**src/rtl/barrett_pkg.sv**
```systemverilog
// barrett_pkg: shared constants and elaboration helpers for the Barrett
// reducers in the NTT datapath.
//   barrett_mu(q, qw)     : floor(2^(2*qw) / q)
//   barrett_s1_w(in_w,qw) : width of the full S1 product (a >> qw) * MU
//   barrett_cfg_ok(...)   : legality of a Q / QW / IN_W / TAG_W combination
package barrett_pkg;

  localparam int unsigned BARRETT_STAGES = 3;
  localparam int unsigned BARRETT_DEF_Q  = 2909;
  localparam int unsigned BARRETT_DEF_QW = 12;

  function automatic longint unsigned barrett_mu(input longint unsigned q,
                                                 input int unsigned     qw);
    return (64'd1 << (2 * qw)) / q;
  endfunction

  // (a >> qw) is in_w-qw bits wide and MU is qw+1 bits wide.
  function automatic int unsigned barrett_s1_w(input int unsigned in_w,
                                               input int unsigned qw);
    return (in_w - qw) + qw + 1;
  endfunction

  function automatic bit barrett_cfg_ok(input longint unsigned q,
                                        input int unsigned     qw,
                                        input int unsigned     in_w,
                                        input int unsigned     tag_w);
    return (qw >= 2) && (qw <= 30) &&
           (q > (64'd1 << (qw - 1))) && (q < (64'd1 << qw)) && q[0] &&
           (in_w >= qw + 1) && (in_w <= 2 * qw) && (tag_w >= 1);
  endfunction

endpackage

```
**src/rtl/barrett_cond_sub.sv**
```systemverilog
// barrett_cond_sub: final Barrett correction. Takes a raw remainder known to
// lie in [0, 3Q) and returns it reduced into [0, Q).
//   r_i : QW+2-bit raw remainder
//   r_o : QW-bit reduced result
module barrett_cond_sub #(
  parameter int unsigned Q  = 2909,
  parameter int unsigned QW = 12
) (
  input  logic [QW+1:0] r_i,
  output logic [QW-1:0] r_o
);

  localparam logic [QW+1:0] Q1 = (QW+2)'(Q);
  localparam logic [QW+1:0] Q2 = (QW+2)'(2 * Q);

  always_comb begin
    r_o = QW'(r_i);
    if (r_i >= Q2)      r_o = QW'(r_i - Q2);
    else if (r_i >= Q1) r_o = QW'(r_i - Q1);
  end

endmodule

```
**src/rtl/barrett_reduce_pipe.sv**
```systemverilog
// barrett_reduce_pipe: 3-stage pipelined Barrett reducer, out = in mod Q,
// with a tag carried alongside and a global-stall valid/ready handshake.
//   clk, rst_n           : clock, async active-low reset
//   in_valid/in_ready    : operand handshake (in_ready = !out_valid | out_ready)
//   in_data, in_tag      : operand (IN_W bits, unsigned) and sideband tag
//   out_valid/out_ready  : result handshake
//   out_data, out_tag    : in_data mod Q in [0, Q), and the operand's tag
module barrett_reduce_pipe
  import barrett_pkg::*;
#(
  parameter int unsigned Q     = BARRETT_DEF_Q,
  parameter int unsigned QW    = BARRETT_DEF_QW,
  parameter int unsigned IN_W  = 2 * QW - 1,
  parameter int unsigned TAG_W = 4
) (
  input  logic             clk,
  input  logic             rst_n,
  input  logic             in_valid,
  output logic             in_ready,
  input  logic [IN_W-1:0]  in_data,
  input  logic [TAG_W-1:0] in_tag,
  output logic             out_valid,
  input  logic             out_ready,
  output logic [QW-1:0]    out_data,
  output logic [TAG_W-1:0] out_tag
);

  if (!barrett_cfg_ok(Q, QW, IN_W, TAG_W)) begin : g_cfg_err
    $error("barrett_reduce_pipe: illegal Q/QW/IN_W/TAG_W combination");
  end

  localparam int unsigned P1_W = barrett_s1_w(IN_W, QW);
  localparam int unsigned Q3_W = P1_W - QW;   // width of q2 >> QW
  localparam int unsigned RW   = QW + 2;      // raw remainder, exact for [0, 3Q)
  localparam int unsigned PW   = Q3_W + QW;   // full width of q3 * Q
  localparam logic [P1_W-1:0] MU = P1_W'(barrett_mu(Q, QW));

  logic                        adv;
  logic [BARRETT_STAGES:1]     vld_q;
  logic [Q3_W-1:0]             q3_d, q3_q;
  logic [RW-1:0]               a1_q;
  logic [RW-1:0]               r_raw_d, r_raw_q;
  logic [QW-1:0]               r_fix, data3_q;
  logic [TAG_W-1:0]            tag1_q, tag2_q, tag3_q;

  // Global stall: every stage moves together whenever the output slot frees.
  assign adv      = !vld_q[BARRETT_STAGES] || out_ready;
  assign in_ready = adv;

  // S1 product is formed at full precision; only q2 >> QW is ever consumed,
  // so the shifted value is what gets registered.
  assign q3_d = Q3_W'((P1_W'(in_data[IN_W-1:QW]) * MU) >> QW);

  // The true remainder is below 3Q < 2^RW, so working mod 2^RW is exact and
  // only the low RW bits of a need to travel with the operand.
  assign r_raw_d = RW'(PW'(a1_q) - PW'(q3_q) * PW'(Q));

  barrett_cond_sub #(.Q(Q), .QW(QW)) u_fix (
    .r_i (r_raw_q),
    .r_o (r_fix)
  );

  always_ff @(posedge clk or negedge rst_n) begin
    if (!rst_n) begin
      vld_q   <= '0;
      q3_q    <= '0;
      a1_q    <= '0;
      tag1_q  <= '0;
      r_raw_q <= '0;
      tag2_q  <= '0;
      data3_q <= '0;
      tag3_q  <= '0;
    end else if (adv) begin
      // in_ready == adv here, so in_valid alone is the S1 accept.
      vld_q   <= {vld_q[BARRETT_STAGES-1:1], in_valid};
      q3_q    <= q3_d;
      a1_q    <= RW'(in_data);
      tag1_q  <= in_tag;
      r_raw_q <= r_raw_d;
      tag2_q  <= tag1_q;
      data3_q <= r_fix;
      tag3_q  <= tag2_q;
    end
  end

  assign out_valid = vld_q[BARRETT_STAGES];
  assign out_data  = data3_q;
  assign out_tag   = tag3_q;

endmodule
```
**config.mk**
```make
export PLATFORM = sky130hd
export DESIGN_NAME = barrett_reduce_pipe
export DESIGN_NICKNAME = d
export VERILOG_FILES = /design/src/rtl/barrett_pkg.sv /design/src/rtl/barrett_cond_sub.sv /design/src/rtl/barrett_reduce_pipe.sv
export SDC_FILE = /design/constraint.sdc
export NUM_CORES = 1
export LEC_CHECK = 0
export ABC_AREA = 1
export BUFFER_PORTS_ARGS = -buffer_cell sky130_fd_sc_hd__buf_4
export CAP_MARGIN = 20
export CORE_MARGIN = 2
export CORE_UTILIZATION = 43
export DETAILED_ROUTE_END_ITERATION = 10
export HOLD_SLACK_MARGIN = 0.1
export PLACE_DENSITY = 0.67
export REMOVE_ABC_BUFFERS = 1
export SYNTH_ARGS = -nofsm -noshare
export SYNTH_HDL_FRONTEND = slang
export SYNTH_SLANG_ARGS = --single-unit
```
**constraint.sdc**
```tcl
create_clock -name clk -period 11.25 [get_ports clk]
set_input_delay 1.125 -clock clk [delete_from_list [all_inputs] [get_ports clk]]
set_output_delay 1.125 -clock clk [all_outputs]
set_load 0.05 [all_outputs]
```
# ---- Word level (Yosys, flattened, before mapping)
# Index checks and enable logic that the tools add are counted.
dict set report totals {
  regBits 67
  input_bits 31
  out_inout_bits 18
  elab_cells 19
}
dict set report op_classes {
  n_addsub 3
  n_mul 2
  order_cmp 2
  mux 2
  n_reduce_logical 2
}
# op n
set ops {}
lappend ops {{multiplier 11 x 13 -> 24 bit, second input constant} 1}
lappend ops {{two-way mux 12 bit} 2}
lappend ops {{greater-or-equal comparator 14 x 12 -> 1 bit, second input constant} 1}
lappend ops {{greater-or-equal comparator 14 x 13 -> 1 bit, second input constant} 1}
lappend ops {{multiplier 12 x 12 -> 14 bit, second input constant} 1}
lappend ops {{subtractor 14 bit} 1}
lappend ops {{subtractor 12 x 11 -> 12 bit, second input constant} 1}
lappend ops {{subtractor 12 bit, second input constant} 1}
lappend ops {{logical NOT 1 bit} 1}
lappend ops {{logical OR 1 bit} 1}

# ---- Logic depth before layout (Yosys ltp)
dict set report depth {
  word_depth 3
  depth_mapped 21
  ltp_nobuf 21
}

# ---- Hierarchy
# Synthesis repeated with hierarchy kept, for this count alone.
dict set report unflattened {
  hier_cells 1170
  hier_area_um2 9203.8
}
# module n_inst cells_each area_each_um2 seq_area_each_um2
set modules_own_cells {}
lappend modules_own_cells {barrett_reduce_pipe 1 957 7942.6 1676.6}
lappend modules_own_cells {barrett_cond_sub 1 213 1261.2 0.0}

# ---- Least setup slack after synthesis
# No wires, ideal clock.
dict set report synth_path {
  kind {input to register}
  startpoint {in in_data[20]}
  endpoint {reg q3_q[9]}
  setup_time_ps 130
  arrival_ps 4652
  t_required_ps 11120
  slack_ps 6468
  stages 19
  n_path_buf 0
  cell_sequence {fa_1 -> ha_1 -> inv_1 -> fa_1 -> inv_1 -> fa_1 -> inv_1 -> fa_1 -> inv_1 -> ha_1 -> nand2_1 -> nor2_1 -> nor2_1 -> nand2_1 -> nand2_1 -> nand3_1 -> or2_2 -> nand3_1 -> o21ai_0}
}
dict set report synth_between {
  elab_chain_len 1
}
# item line_no
set synth_lines {}
lappend synth_lines {{start, declared} barrett_reduce_pipe.sv:20} ;# input logic [IN_W-1:0] in_data,
lappend synth_lines {{multiplier 11 x 13 -> 24 bit} barrett_reduce_pipe.sv:52} ;# assign q3_d = Q3_W'((P1_W'(in_data[IN_W-1:QW]) * MU) >> QW);
lappend synth_lines {{end signal, assigned} barrett_reduce_pipe.sv:76} ;# q3_q <= q3_d;
lappend synth_lines {{end, declared} barrett_reduce_pipe.sv:40} ;# logic [Q3_W-1:0] q3_d, q3_q;
# No other way between the ends.
# A chain may end at the register's enable or synchronous reset.

# ---- Worst setup path in the final report
# Ends and elaborated chain as after synthesis.

==> results_dict.tcl <==
set metrics [dict create \
    r2r_cells 16 \
    critPathKind "input port to flop" \
    finalWeightedCongestion 0.874 \
    ctsRootBufferMaster "clkbuf_16" \
    finalHoldViolCount 0 \
    wirelength_mm 19.1 \
    syn-cell-area_um2 8810 \
    yosys.cell_types.count 43 \
    wl_per_cell_um 13.1 \
    synth-seq-cells 67 \
    cts_buffers 9 \
    fill_cells 2008 \
    portBuffers 48 \
    finalMaxSlewViolations 0 \
    place_hpwl_mm 15.4 \
    seq_area_frac_synth 0.190 \
    clk_pin_slew_ns 0.06 \
    grt.overflow.total 0 \
    fin_crit_sh 0.431 \
    r2r-start "q3_q[0]" \
    clock_latency_ns 0.35 \
    worst_pin_slew_ns 0.883 \
    crit_path_start_kind "input port" \
    hold_start "tag1_q[2]" \
    worstPathArrival_ns 5.05 \
    multi_input_area_um2 6160 \
    viasPerCell 4.93 \
    drt_iter0_markers 300 \
    grt_util_all_layers 0.190 \
    clock_skew_ns 0.00712 \
    start_util 0.437 \
    synthCells 1141 \
    cts.sinks 67 \
    cp_max_fo 6 \
    cts_hold_buf 0 \
    period_needed_ns 4.85 \
    ant_nets 0 \
    ff2ff_setup_slack_ns 6.72 \
    vias 7161 \
    cts_setup_buffers 0 \
    yosys.area.top_type "ha_1" \
    cts_tree "done" \
    drive_gt1_frac 0.0803 \
    grt_pass1_wl_mm 33.4 \
    rsz0062_at_grt "no" \
    synth.avg_cell_area_um2 7.73 \
    crit_required_ns 11.46 \
    layout.nets 1432 \
    synth_area_leaders "ha_1, dfrtp_1, fa_1" \
    hold_end "tag2_q[2]" \
    grt_max_degree 70 \
    fmax_ghz 0.206 \
    maxCapViolations 0 \
    setup_violations 0 \
    core_area_um2 20200 \
    design_area_um2 9690 \
    final-seq-area_um2 1680 \
    route.detailed.drc 0 \
    synth_edf_count 0 \
    yosys_warnings 0 \
    die_h_um 147 \
    min_delay_path_depth 2 \
    yosys.area.top_type_share 0.209 \
    clock_path_buffers 2 \
    post_cts_resized 0 \
    hp-class "flop to flop" \
    r2r-end "r_raw_q[13]" \
    place_area_um2 9380 \
    cp-end-kind "flop" \
    ios 49 \
    synth_flop_cell "dfrtp_1" \
    outcome "completed" \
    antenna_found_initial 0 \
    first_pass_iters 5 \
    async_flop_share 1.00 \
    die-width_um 147 \
    dieArea_um2 21700 \
    cts.htree.levels 3 \
    synthToLayoutAreaGrowth_pct 9.95 \
    grt_pass1_vias 7245 \
    rows 52 \
    num_antenna_cells 0 \
    tns_ns 0 \
    maxSlewHeadroom 0.411 \
]
==> layer usage <==
layer,global-route usage,vias to the layer above,share of wire
met5,0,-,0
met4,0.0832,0,0.030
met3,0.0214,40,0.026
met2,0.332,120,0.49
met1,0.238,3358,0.45
li1,-,3643,-
==> cell families (layout without fill, tap and decap cells) <==
group | after synthesis | count (layout) | share of synthesized area
fa+ha+maj | 223 | 223 | 0.381
flops | 67 | 67 | 0.190
xor+xnor | 24 | 24 | 0.0238
compound gates | 110 | 110 | 0.0679
simple gates | 471 | 471 | 0.225
buf+inv | 246 | 288 | 0.112
==> per-stage QoR <==
step | hold slack [ns] | instances | worst slack (ns) | util
after global placement | 0.451 | 1437 | 6.09 | 0.465
after floorplan | 0.440 | 1117 | 5.04 | -
after global routing | 0.496 | 1453 | 6.13 | 0.481
after CTS | 0.472 | 1453 | 6.42 | 0.481
final | 0.470 | 1453 | 6.40 | 0.481
after detailed placement | 0.455 | 1437 | 6.07 | 0.465
==> worst max path at each step <==
| stage | startpoint | end | slack (ns) |
|---|---|---|---|
| floorplan | out_ready | in_ready | 5.04 |
| global placement | in_data[20] | q3_q[7] | 6.09 |
| detailed placement | in_data[20] | q3_q[9] | 6.07 |
| CTS | in_data[20] | q3_q[9] | 6.42 |
| global route | in_data[20] | q3_q[7] | 6.13 |
| finish | in_data[20] | q3_q[9] | 6.40 |
==> final cells by class <==
cell class                 instances  share of cell area
clock buffer                       9              0.0232
clock inverter                     7             0.00852
inverter                         222              0.0862
multi-input combinational        828               0.635
sequential                        67               0.173
tap                              270              0.0349
timing repair buffer              50              0.0387
==> critical path: stages <==
cell and delay, ns:
buf_4 0.14, fa_1 0.54, ha_1 0.14, inv_1 0.05, fa_1 0.48, inv_1 0.05, fa_1 0.49, inv_1 0.05
fa_1 0.52, inv_1 0.05, ha_1 0.33, nand2_1 0.19, nor2_1 0.08, nor2_1 0.14, nand2_1 0.10, nand2_1 0.06
nand3_1 0.08, or2_2 0.27, nand3_1 0.06, o21ai_0 0.08
==> layout by cell type (no fill, tap or decap), types with 2 or more instances in the layout <==
cell	netlist	routed
clkbuf_16	0	9
buf_4	3	50
inv_6	0	3
a21boi_0	2	2
o21bai_1	2	2
nand4_1	14	14
clkinv_4	0	3
a21oi_1	36	36
ha_1	147	147
nand2_1	313	313
o21ai_0	49	49
xnor2_1	10	10
nor2_2	2	2
a21o_1	4	4
nand3b_1	4	4
nor2_4	2	3
fa_1	76	76
xor2_1	14	14
dfrtp_1	67	67
nand3_1	54	54
inv_2	5	6
or2_2	7	7
inv_1	215	215
nor2_1	54	53
o21ai_1	7	7
nand2_2	5	5
a31oi_1	5	5
nor3_1	10	10
==> registers in the layout (all words and copies together) (netlist names) <==
| register | flops |
|---|---|
| q3_q | 12 |
| out_tag | 4 |
| a1_q | 14 |
| vld_q | 3 |
| tag2_q | 4 |
| r_raw_q | 14 |
| tag1_q | 4 |
| out_data | 12 |
==> cell usage after synthesis, types with 2 or more instances <==
cell type	n
nor3_1	10
nor2_1	54
o21ai_0	49
nand4_1	14
o21ai_1	7
inv_1	215
a21o_1	4
buf_6	3
buf_4	3
xor2_1	14
inv_2	5
nor2_4	2
dfrtp_1	67
nand3b_1	4
o21bai_1	2
nand2_2	5
a31oi_1	5
nand3_1	54
nor2_2	2
nand2_1	313
fa_1	76
ha_1	147
clkbuf_1	11
a21boi_0	2
buf_2	5
or2_2	7
xnor2_1	10
a21oi_1	36
Power is not shown: default switching activity piles up to over one toggle a cycle in this logic, so the estimate is an artifact.
